--- src/rtl/imem_loader.sv ---
// Boot loader: receives a framed byte stream, writes big-endian 32-bit words to
// instruction memory from address 0, and releases the core after a good checksum.
//
// state  | meaning
// IDLE   | waiting for MAGIC; non-MAGIC bytes dropped
// CNT_H  | expecting high byte of the word count
// CNT_L  | expecting low byte of the word count
// DATA   | assembling data words and writing them to memory
// CSUM   | expecting the XOR checksum byte
// RUN    | frame accepted, core running; MAGIC starts a reload
module imem_loader #(
  parameter int          ADDR_WIDTH = 10,
  parameter logic [7:0]  MAGIC      = 8'hA5
) (
  input  logic                  clock,
  input  logic                  reset,
  input  logic [7:0]            rx_data,
  input  logic                  rx_valid,
  output logic                  rx_ready,
  output logic                  imem_wena,
  output logic [ADDR_WIDTH-1:0] imem_addr,
  output logic [31:0]           imem_wdata,
  output logic                  cpu_reset_n,
  output logic                  busy,
  output logic                  done,
  output logic                  error
);

  typedef enum logic [2:0] {
    S_IDLE, S_CNT_H, S_CNT_L, S_DATA, S_CSUM, S_RUN
  } state_t;

  localparam logic [16:0]         MAX_WORDS = 17'(1) << ADDR_WIDTH;
  localparam logic [ADDR_WIDTH:0] ONE_WORD  = (ADDR_WIDTH+1)'(1);

  state_t                r_state, w_state_nx;
  logic [7:0]            r_cnt_hi, w_cnt_hi_nx;
  logic [ADDR_WIDTH:0]   r_words_left, w_words_left_nx;
  logic [ADDR_WIDTH:0]   r_word_idx, w_word_idx_nx;
  logic [1:0]            r_byte_idx, w_byte_idx_nx;
  logic [23:0]           r_asm, w_asm_nx;
  logic [7:0]            r_csum, w_csum_nx;
  logic                  r_rx_ready;
  logic                  r_wena, w_wena_nx;
  logic [ADDR_WIDTH-1:0] r_addr, w_addr_nx;
  logic [31:0]           r_wdata, w_wdata_nx;
  logic                  r_busy, w_busy_nx;
  logic                  r_done, w_done_nx;
  logic                  r_cpu_rst_n, w_cpu_rst_n_nx;
  logic                  r_error, w_error_nx;
  logic                  w_accept;
  logic [15:0]           w_count;

  assign w_accept = rx_valid & r_rx_ready;
  assign w_count  = {r_cnt_hi, rx_data};

  always_ff @(posedge clock or negedge reset) begin
    if (!reset) r_state <= S_IDLE;
    else        r_state <= w_state_nx;
  end

  always_comb begin
    w_state_nx      = r_state;
    w_cnt_hi_nx     = r_cnt_hi;
    w_words_left_nx = r_words_left;
    w_word_idx_nx   = r_word_idx;
    w_byte_idx_nx   = r_byte_idx;
    w_asm_nx        = r_asm;
    w_csum_nx       = r_csum;
    w_wena_nx       = 1'b0;
    w_addr_nx       = r_addr;
    w_wdata_nx      = r_wdata;
    w_error_nx      = r_error;
    if (w_accept) begin
      case (r_state)
        S_IDLE, S_RUN: begin
          if (rx_data == MAGIC) begin
            w_state_nx = S_CNT_H;
            w_error_nx = 1'b0;
            w_csum_nx  = 8'h00;
          end
        end
        S_CNT_H: begin
          w_cnt_hi_nx = rx_data;
          w_csum_nx   = r_csum ^ rx_data;
          w_state_nx  = S_CNT_L;
        end
        S_CNT_L: begin
          w_csum_nx       = r_csum ^ rx_data;
          w_word_idx_nx   = '0;
          w_byte_idx_nx   = 2'd0;
          w_words_left_nx = w_count[ADDR_WIDTH:0];
          if ({1'b0, w_count} > MAX_WORDS) begin
            w_error_nx = 1'b1;
            w_state_nx = S_IDLE;
          end else if (w_count == 16'd0) begin
            w_state_nx = S_CSUM;
          end else begin
            w_state_nx = S_DATA;
          end
        end
        S_DATA: begin
          w_csum_nx     = r_csum ^ rx_data;
          w_asm_nx      = {r_asm[15:0], rx_data};
          w_byte_idx_nx = r_byte_idx + 2'd1;
          if (r_byte_idx == 2'd3) begin
            w_wena_nx       = 1'b1;
            w_addr_nx       = r_word_idx[ADDR_WIDTH-1:0];
            w_wdata_nx      = {r_asm, rx_data};
            w_word_idx_nx   = r_word_idx + ONE_WORD;
            w_words_left_nx = r_words_left - ONE_WORD;
            if (r_words_left == ONE_WORD) w_state_nx = S_CSUM;
          end
        end
        S_CSUM: begin
          if (rx_data == r_csum) begin
            w_state_nx = S_RUN;
          end else begin
            w_error_nx = 1'b1;
            w_state_nx = S_IDLE;
          end
        end
        default: w_state_nx = S_IDLE;
      endcase
    end
    // Flags are registered from the next state so they follow the accepting edge.
    w_busy_nx      = (w_state_nx == S_CNT_H) || (w_state_nx == S_CNT_L) ||
                     (w_state_nx == S_DATA)  || (w_state_nx == S_CSUM);
    w_done_nx      = (w_state_nx == S_RUN);
    w_cpu_rst_n_nx = (w_state_nx == S_RUN);
  end

  always_ff @(posedge clock or negedge reset) begin
    if (!reset) begin
      r_cnt_hi     <= 8'h00;
      r_words_left <= '0;
      r_word_idx   <= '0;
      r_byte_idx   <= 2'd0;
      r_asm        <= 24'h0;
      r_csum       <= 8'h00;
      r_rx_ready   <= 1'b0;
      r_wena       <= 1'b0;
      r_addr       <= '0;
      r_wdata      <= 32'h0;
      r_busy       <= 1'b0;
      r_done       <= 1'b0;
      r_cpu_rst_n  <= 1'b0;
      r_error      <= 1'b0;
    end else begin
      r_cnt_hi     <= w_cnt_hi_nx;
      r_words_left <= w_words_left_nx;
      r_word_idx   <= w_word_idx_nx;
      r_byte_idx   <= w_byte_idx_nx;
      r_asm        <= w_asm_nx;
      r_csum       <= w_csum_nx;
      r_rx_ready   <= 1'b1;
      r_wena       <= w_wena_nx;
      r_addr       <= w_addr_nx;
      r_wdata      <= w_wdata_nx;
      r_busy       <= w_busy_nx;
      r_done       <= w_done_nx;
      r_cpu_rst_n  <= w_cpu_rst_n_nx;
      r_error      <= w_error_nx;
    end
  end

  assign rx_ready    = r_rx_ready;
  assign imem_wena   = r_wena;
  assign imem_addr   = r_addr;
  assign imem_wdata  = r_wdata;
  assign cpu_reset_n = r_cpu_rst_n;
  assign busy        = r_busy;
  assign done        = r_done;
  assign error       = r_error;

endmodule

--- config.mk ---
export PLATFORM = sky130hd
export DESIGN_NAME = imem_loader
export DESIGN_NICKNAME = d
export VERILOG_FILES = /design/src/rtl/imem_loader.sv
export SDC_FILE = /design/constraint.sdc
export NUM_CORES = 1
export LEC_CHECK = 0
export CORE_UTILIZATION = 46
export DETAILED_ROUTE_END_ITERATION = 16
export PLACE_DENSITY_LB_ADDON = 0.1
export SLEW_MARGIN = 40
export SYNTH_ARGS = -nofsm -noshare
export SYNTH_HDL_FRONTEND = slang
export SYNTH_SLANG_ARGS = --single-unit
--- constraint.sdc ---
create_clock -name clock -period 3.3 [get_ports clock]
set_input_delay 0.66 -clock clock [delete_from_list [all_inputs] [get_ports clock]]
set_output_delay 0.66 -clock clock [all_outputs]
set_load 0.05 [all_outputs]
# Word level (Yosys, flattened, before mapping)
# Cells that the tools add are included.
# totals
out_inout_bits,48
inputBits,11
wordCells,77
regBits,114
# op_classes
reduce_logical,17
magnitude_cmp,1
muxes,22
n_eq_ne,18
n_addsub,3
n_bitwise,2
# ops
cell,n
case mux 11 bit (2 select lines),2
two-way mux 11 bit,2
two-way mux 3 bit,7
"> comparator 16 x 11 -> 1 bit, second input constant",1
zero test 16 bit,1
case mux 8 bit (2 select lines),1
case mux 3 bit (5 select lines),1
"equality test 3 x 2 -> 1 bit, second input constant",4
"equality test 3 bit, second input constant",4
"adder 11 x 1 -> 11 bit, second input constant",1
"equality test 11 x 1 -> 1 bit, second input constant",1
"subtractor 11 x 1 -> 11 bit, second input constant",1
AND reduction 3 bit,3
equality test 8 bit,1
"equality test 8 bit, second input constant",1
two-way mux 8 bit,1
"inequality test 2 bit, second input constant",4
XOR 8 bit,1
"equality test 3 x 1 -> 1 bit, second input constant",2
two-way mux 1 bit,6
AND reduction 2 bit,3
AND reduction 5 bit,1
case mux 2 bit (2 select lines),1
nonzero test 2 bit,2
other kinds (9),11

# Logic depth before layout (Yosys ltp)
# Gate-level depths: netlist of run 1.
# depth
ltp_word,9
ltp_mapped,8
depth_no_buf,8

# Least setup slack after synthesis of run 1
# OpenSTA, ideal clock, no wires.
# synth_path
path_kind,input -> register
startpoint,input port rx_data[6]
endpoint,"register r_error, in the netlist error"
path_stages,6
n_path_buf,1
slack_ns,1.022
t_arrival_ns,2.154
setup_ns,0.125
cell_sequence,buf_6 -> or4_4 -> o21ai_0 -> nand2_1 -> nor4_1 -> mux2_2
# synth_between
elab_chain_len,3
# synth_rtl
element,line_no,source
start: declaration,17,"input logic [7:0] rx_data,"
> comparator 16 x 11 -> 1 bit (tied with other cells),93,"if ({1'b0, w_count} > MAX_WORDS) begin"
inequality test 2 bit (no line),n/a,
AND reduction 5 bit (no line) (*),n/a,
end signal: assignment,163,r_error <= w_error_nx;
end: declaration,50,"logic r_error, w_error_nx;"
# Mark *: on every way between the ends. The rest lies on a longest branch, timed or not.
# A chain may end at the register's enable or synchronous reset.

# Final worst setup path of run 1
# layout_path
startpoint,input port rx_data[6]
endpoint,"register r_busy, in the netlist busy"
# layout_between
elab_chain_len,9
# layout_rtl
element,line_no,source
"parallel branches: the longest is 3 deep, another holds > comparator 16 x 11 -> 1 bit",n/a,
case mux 3 bit (5 select lines) (*),75,case (r_state)
two-way mux 3 bit (*),74,if (w_accept) begin
net w_state_nx[1],36,"state_t r_state, w_state_nx;"
equality test 3 x 1 -> 1 bit / equality test 3 x 2 -> 1 bit (equally long branches),127,w_busy_nx = (w_state_nx == S_CNT_H) || (w_state_nx == S_CNT_L) ||
logical OR 1 bit (2 in a row),127,
logical OR 1 bit (*),128,(w_state_nx == S_DATA) || (w_state_nx == S_CSUM);
net w_busy_nx,47,"logic r_busy, w_busy_nx;"
end signal: assignment,160,r_busy <= w_busy_nx;
end: declaration,47,
# Mark *: on every way through the listed nets, which the timed path passes.

==> out/summary.txt, run 1 <==
synth cell count leaders -> nand2_1, dfrtp_1, o21ai_0
pins over their slew limit -> 0
drt total wl -> 11.3 mm
Seq/Total Area, Yosys -> 54.8%
Fin. Hold Viols -> 0
Setup TNS -> 0 ps
worst min-delay path category -> in2async
CTS buffer count -> 17
outcome -> finished clean
cell area power density -> 515 mW/mm^2
Final WS setup -> 882 ps
CP Buf/Inv Count -> 1
Routed Antenna Nets -> 0
vias in the first global route -> 3723
Least-Margin Pin Slew -> 675 ps
CTS tree -> yes
ANT cells -> 0
Post-DP HPWL -> 7.41 mm
clock sinks -> 113
RSZ-0062 raised after global routing -> false
Post-Synth Simple-Gate Area -> 21.0%
Mapped Area -> 0.00516 sq mm
crit path max fanout -> 9
final setup fails -> 0
Vias/cell -> 5.27
leakage -> 0.00311 uW
min Tclk post-route -> 2420 ps
H-tree depth -> 4
Critical Path Source -> rx_data[6]
Port Buffers -> 58
Hold Worst Slack -> 186 ps
pin count of the biggest net entering global routing -> 52
# IOs -> 59
Global Route Usage Sum -> 21.3%
Placer Congestion -> 0.818
clk_skew -> 6.31 ps
adder-cell share of the synthesized area -> 0.969%
row count -> 38
Synth top area share -> 54.8%
die width -> 108 microns
cts hold-fix bufs -> 0
reg2reg setup slack -> 1060 ps
grt ovf -> 0
post-synthesis compound-gate area fraction -> 9.06%
prevailing post-synth register cell -> dfrtp_1
Slew headroom -> 55.0%
largest family of logic cells by synthesized area -> simple AND/OR/NAND/NOR gates
yosys warns -> 0
CP endpoint -> busy$_DFF_PN0_
area leader, netlist -> dfrtp_1
origin of the critical flop-to-flop path -> r_state[1]$_DFF_PN0_
number of synthesized flops with an enable pin -> 0
MaxCap Viol Count -> 0
CTS clk-pin slew, worst paths -> 50 ps
core area -> 0.0109 sq mm
syn_area_per_cell -> 9.81 sq um
Area growth, synth to finish -> 24.3%
syn nets -> 541
crit path capture type -> register
Critical Path Stages -> 7
critical-path cell list -> clkdlybuf4s50_1 > nor4_1 > nand3_1 > mux2i_1 > o311ai_2 > nor2_1 > xnor2_1
ys async rst share -> 100%
layout cells sized above 1 -> 14.4%
critical path data required time -> 3700 ps
drt first pass iters -> 4
final net count -> 601
FMAX -> 414 MHz
CTS-repair resized insts -> 0
DR DRC count -> 0
xor and xnor fraction of the mapped netlist area -> 2.38%
period utilisation layout -> 73.3%
synth unique cells -> 54
CTS Buffer Depth -> 2
chip height -> 108 microns
max incr delay on CP -> 570 ps
maximum vdd drop -> 0.360 mV
critical path's top delay family -> simple AND/OR/NAND/NOR gates
initial core utilization -> 47.4%
post-DR wirelength/cell -> 15.4 microns
fraction of synthesized area in multiplexers -> 7.17%
post-placement setup slack -> 357 ps
crit path launch type -> input port
critical path class -> in2reg
synthesized instance count -> 526
top post-synthesis cells by area -> dfrtp_1, nand2_1, mux2_2, o21ai_0, nor2_1
Vias -> 3888
count leader, synth -> nand2_1
DR iter-0 viols -> 157
Post-CTS Repair Setup Buffers -> 0
global-route wire length before repair -> 18.6 mm
Worst EP arrival -> 2820 ps
Synth Register Bits -> 113
R2R depth -> 6
full die area -> 0.0117 sq mm
root buf cell -> clkbuf_8
Clock Latency Late Sink -> 520 ps
slowest CP cell -> clkdlybuf4s50_1
Worst R2R End -> r_word_idx[9]$_DFFE_PN0P_
initial antenna violation count -> 0
==> how the worst min path moves through the flow <==
stage | start | endpoint | slack (ps) | cells past startpoint
floorplan | reset | busy$_DFF_PN0_ | 360 | 0
global placement | r_asm[23]$_DFFE_PN0P_ | imem_wdata[31]$_DFFE_PN0P_ | 450 | 2
detailed placement | r_asm[23]$_DFFE_PN0P_ | imem_wdata[31]$_DFFE_PN0P_ | 450 | 2
CTS | reset | imem_addr[7]$_DFFE_PN0P_ | 190 | 1
global route | reset | imem_addr[6]$_DFFE_PN0P_ | 220 | 1
finish | reset | imem_addr[6]$_DFFE_PN0P_ | 190 | 1
==> cell usage in the layout (no fill, tap or decap), drive strengths merged, types with 2 or more instances in the layout <==
cell	netlist	layout
nand2	145	145
dfrtp	113	113
clkdlybuf4s50	0	57
o21ai	47	47
mux2	32	32
nor2	32	32
clkbuf	15	21
a21oi	16	16
buf	16	15
nand2b	11	11
nor3	10	10
nand3	10	10
xor2	9	9
inv	7	7
nor4	6	6
xnor2	5	5
clkinv	0	5
nand4	4	4
and3	4	4
ha	4	4
nand3b	3	3
a31oi	3	3
bufinv	0	3
or2	3	3
nor2b	2	2
nand4b	2	2
o41ai	2	2
clkinvlp	0	2
or4	2	2
and2	2	2
==> power by group <==
part,switching (uW),internal (uW),total [uW]
clock,617,1200,1820
sequential,3.90,1390,1390
combinational,64.3,29.6,94.0
total,685,2620,3310
==> state kept, by name, summed over array words and instances (netlist names) <==
| signal | count |
|---|---|
| busy | 1 |
| imem_addr | 10 |
| r_cnt_hi | 8 |
| rx_ready | 1 |
| r_state | 3 |
| r_byte_idx | 2 |
| r_asm | 24 |
| imem_wdata | 32 |
| imem_wena | 1 |
| r_csum | 8 |
| r_word_idx | 10 |
| error | 1 |
| r_words_left | 11 |
| cpu_reset_n | 1 |
==> metal layers <==
metal | up-vias | global-route usage [%] | share of wire [%]
met5 | - | 0 | 0
met4 | 0 | 9.69 | 1.9
met3 | 19 | 5.73 | 3.9
met2 | 92 | 32.6 | 46
met1 | 1883 | 28.4 | 48
li1 | 1894 | - | -
==> through the flow <==
stage                     cell area (sq um)  std cells  total power [uW]  util (%)
after floorplan                        5160        526              1460         -
after global placement                 5820        707              1510      53.5
after detailed placement               5820        707              1510      53.5
after CTS                              6420        738              3340      58.9
after global routing                   6420        738              3430      58.9
final                                  6420        738              3310      58.9
==> cells by family (layout without fill, tap and decap cells) <==
group	count (synthesis)	after routing
multiplexers	33	33
adder cells (fa/ha/maj)	4	4
AND/OR/NAND/NOR	243	243
flip-flops	113	113
XOR/XNOR	14	14
AO/OA/AOI/OAI	80	80
other	1	1
buffers and inverters	38	110
==> cell type report <==
cell class	count	area, sq um
clock inverter	10	134
multi-input combinational	375	2100
inverter	7	26.3
clock buffer	21	459
timing repair buffer	72	696
sequential	113	2830
fill	959	4470
tap	140	175
Power figures use the tool's default switching activity.
==> run 2: changes to the inputs <==
- clock period: 3.3 -> 2.4 ns (I/O delays scaled with it)
==> run 2 against run 1 <==
Compared with the run above:
- worst hold slack improved by 270 ps
- wire length grew 3.9%
- register-to-register slack got worse by 700 ps
==> out/summary.txt, run 2 (synthesis results as in run 1) <==
Placed Area -> 0.00599 sq mm (was 0.00582 sq mm)
leakage -> 0.00323 uW (was 0.00311 uW)
critical path data required time -> 1920 ps (was 3700 ps)
period utilisation layout -> 91.3%
Least-Margin Pin Slew -> 568 ps (was 675 ps)
die width -> 108 microns (unchanged)
min Tclk post-route -> 2190 ps
CTS clk-pin slew, worst paths -> 60 ps (was 50 ps)
root buf cell -> clkbuf_8 (unchanged)
layout cells sized above 1 -> 17.4% (was 14.4%)
Post-DP HPWL -> 7.94 mm (was 7.41 mm)
CTS buffer count -> 17 (unchanged)
critical path class -> reg2out (was in2reg)
maximum vdd drop -> 0.462 mV (was 0.360 mV)
Routed Antenna Nets -> 0 (unchanged)
Fin. Hold Viols -> 0 (unchanged)
Vias/cell -> 5.29 (was 5.27)
Slew headroom -> 61.8% (was 55.0%)
final net count -> 623 (was 601)
pins over their slew limit -> 0 (unchanged)
Setup TNS -> 0 ps (unchanged)
RSZ-0062 raised after global routing -> false (unchanged)
Post-CTS Repair Setup Buffers -> 0 (unchanged)
Clock Latency Late Sink -> 510 ps (was 520 ps)
initial antenna violation count -> 0 (unchanged)
chip height -> 108 microns (unchanged)
max incr delay on CP -> 820 ps (was 570 ps)
CTS tree -> yes (unchanged)
Area growth, synth to finish -> 28.2% (was 24.3%)
max reg flops -> 32 (unchanged)
# IOs -> 59 (unchanged)
global-route wire length before repair -> 19.8 mm (was 18.6 mm)
Vias -> 4027 (was 3888)
slowest CP cell -> clkdlybuf4s50_1 (unchanged)
cell area power density -> 700 mW/mm^2 (was 515 mW/mm^2)
grt ovf -> 0 (unchanged)
H-tree depth -> 4 (unchanged)
clk_skew -> 7.67 ps (was 6.31 ps)
final setup fails -> 0 (unchanged)
FMAX -> 456 MHz
Global Route Usage Sum -> 22.2% (was 21.3%)
Placer Congestion -> 0.856 (was 0.818)
CTS Buffer Depth -> 2 (unchanged)
MaxCap Viol Count -> 0 (unchanged)
drt first pass iters -> 4 (unchanged)
most frequent cells in the layout -> nand2_1, dfrtp_1, clkdlybuf4s50_1 (unchanged)
crit path launch type -> register (was input port)
core area -> 0.0109 sq mm (unchanged)
outcome -> finished clean (unchanged)
vias in the first global route -> 3850 (was 3723)
DR iter-0 viols -> 333 (was 157)
crit path max fanout -> 4 (was 9)
Layout Cell Area excl Fill -> 0.00662 sq mm (was 0.00642 sq mm)
initial core utilization -> 47.4% (unchanged)
DR DRC count -> 0 (unchanged)
Worst EP arrival -> 1710 ps (was 2820 ps)
post-DR wirelength/cell -> 15.5 microns (was 15.4 microns)
CP Buf/Inv Count -> 1 (unchanged)
pin count of the biggest net entering global routing -> 46 (was 52)
ANT cells -> 0 (unchanged)
full die area -> 0.0117 sq mm (unchanged)
most common cell after layout, fill and taps aside -> nand2_1 (unchanged)
Port Buffers -> 58 (unchanged)
Fillers -> 913 (was 959)
reg2reg setup slack -> 360 ps (was 1060 ps)
crit path capture type -> output pin (was register)
row count -> 38 (unchanged)
worst min-delay path category -> reg2reg (was in2async)
critical path's top delay family -> buffers and inverters (was simple AND/OR/NAND/NOR gates)
critical-path cell list -> clkdlybuf4s50_1 (was clkdlybuf4s50_1 > nor4_1 > nand3_1 > mux2i_1 > o311ai_2 > nor2_1 > xnor2_1)
drt total wl -> 11.8 mm (was 11.3 mm)
clock sinks -> 113 (unchanged)
-- run 2: layout make-up --
class                           instances  area (sq um)  share of cell area [%]
Timing Repair Buffer                   94           876                    13.2
Multi-Input combinational cell        375          2100                    31.7
Clock buffer                           23           487                    7.35
Tap cell                              140           175                    2.65
Sequential cell                       113          2830                    42.7
Clock inverter                          9           128                    1.93
Inverter                                7          26.3                   0.397
-- run 2: layer usage --
metal / GRT usage, % / vias to the layer above / routed length, microns
met5: 0 / - / 0
met4: 7.05 / 0 / 135
met3: 5.55 / 17 / 473
met2: 33.4 / 93 / 5490
met1: 31.6 / 1981 / 5680
li1: - / 1936 / -
-- run 2: final timing paths --
path / startpoint / endpoint / depth (start not counted)
min in group asynchronous: reset / imem_addr[6]$_DFFE_PN0P_ / 2
worst min register to register: r_asm[20]$_DFFE_PN0P_ / imem_wdata[28]$_DFFE_PN0P_ / 2
worst min-delay path: r_asm[20]$_DFFE_PN0P_ / imem_wdata[28]$_DFFE_PN0P_ / 2
max in group asynchronous: reset / r_cnt_hi[5]$_DFFE_PN0P_ / 3
worst max-delay path: rx_ready$_DFF_PN0_ / rx_ready / 1
worst max register to register: r_state[2]$_DFF_PN0_ / cpu_reset_n$_DFF_PN0_ / 5
-- run 2: worst register-to-register path, cell delays in order (launching register included) --
cell	delay, ps
dfrtp_1	460
or3b_2	530
or2_0	240
o41ai_1	380
a221o_2	210
and3b_1	160
-- run 2: through the flow --
stage          utilization, %  hold WS [ps]  power [uW]  std cells  setup slack [ps]
2_1_floorplan               -           184        2010        526               302
3_3_place_gp             55.1           448        2100        728              -205
3_5_place_dp             55.1           453        2100        728              -263
4_1_cts                  60.8           466        4670        761               181
5_1_grt                  60.8           485        4790        761               156
6_report                 60.8           461        4630        761               208
-- run 2: power breakdown --
| group | switching [uW] | internal [uW] |
|---|---|---|
| sequential | 5.20 | 1910 |
| clock | 857 | 1710 |
| combinational | 90.0 | 56.8 |
| total | 952 | 3680 |
-- run 2: repair_timing --
action                    CTS  global route
hold endpoints to repair   33             0
hold buffers                1             0
resized for setup           0             0
==> run 3: changes to the inputs <==
- ABC_CLOCK_PERIOD_IN_PS: unset -> 2400
==> results of run 3 <==
The final DEF is identical to that of run 2; final timing and power are the same.
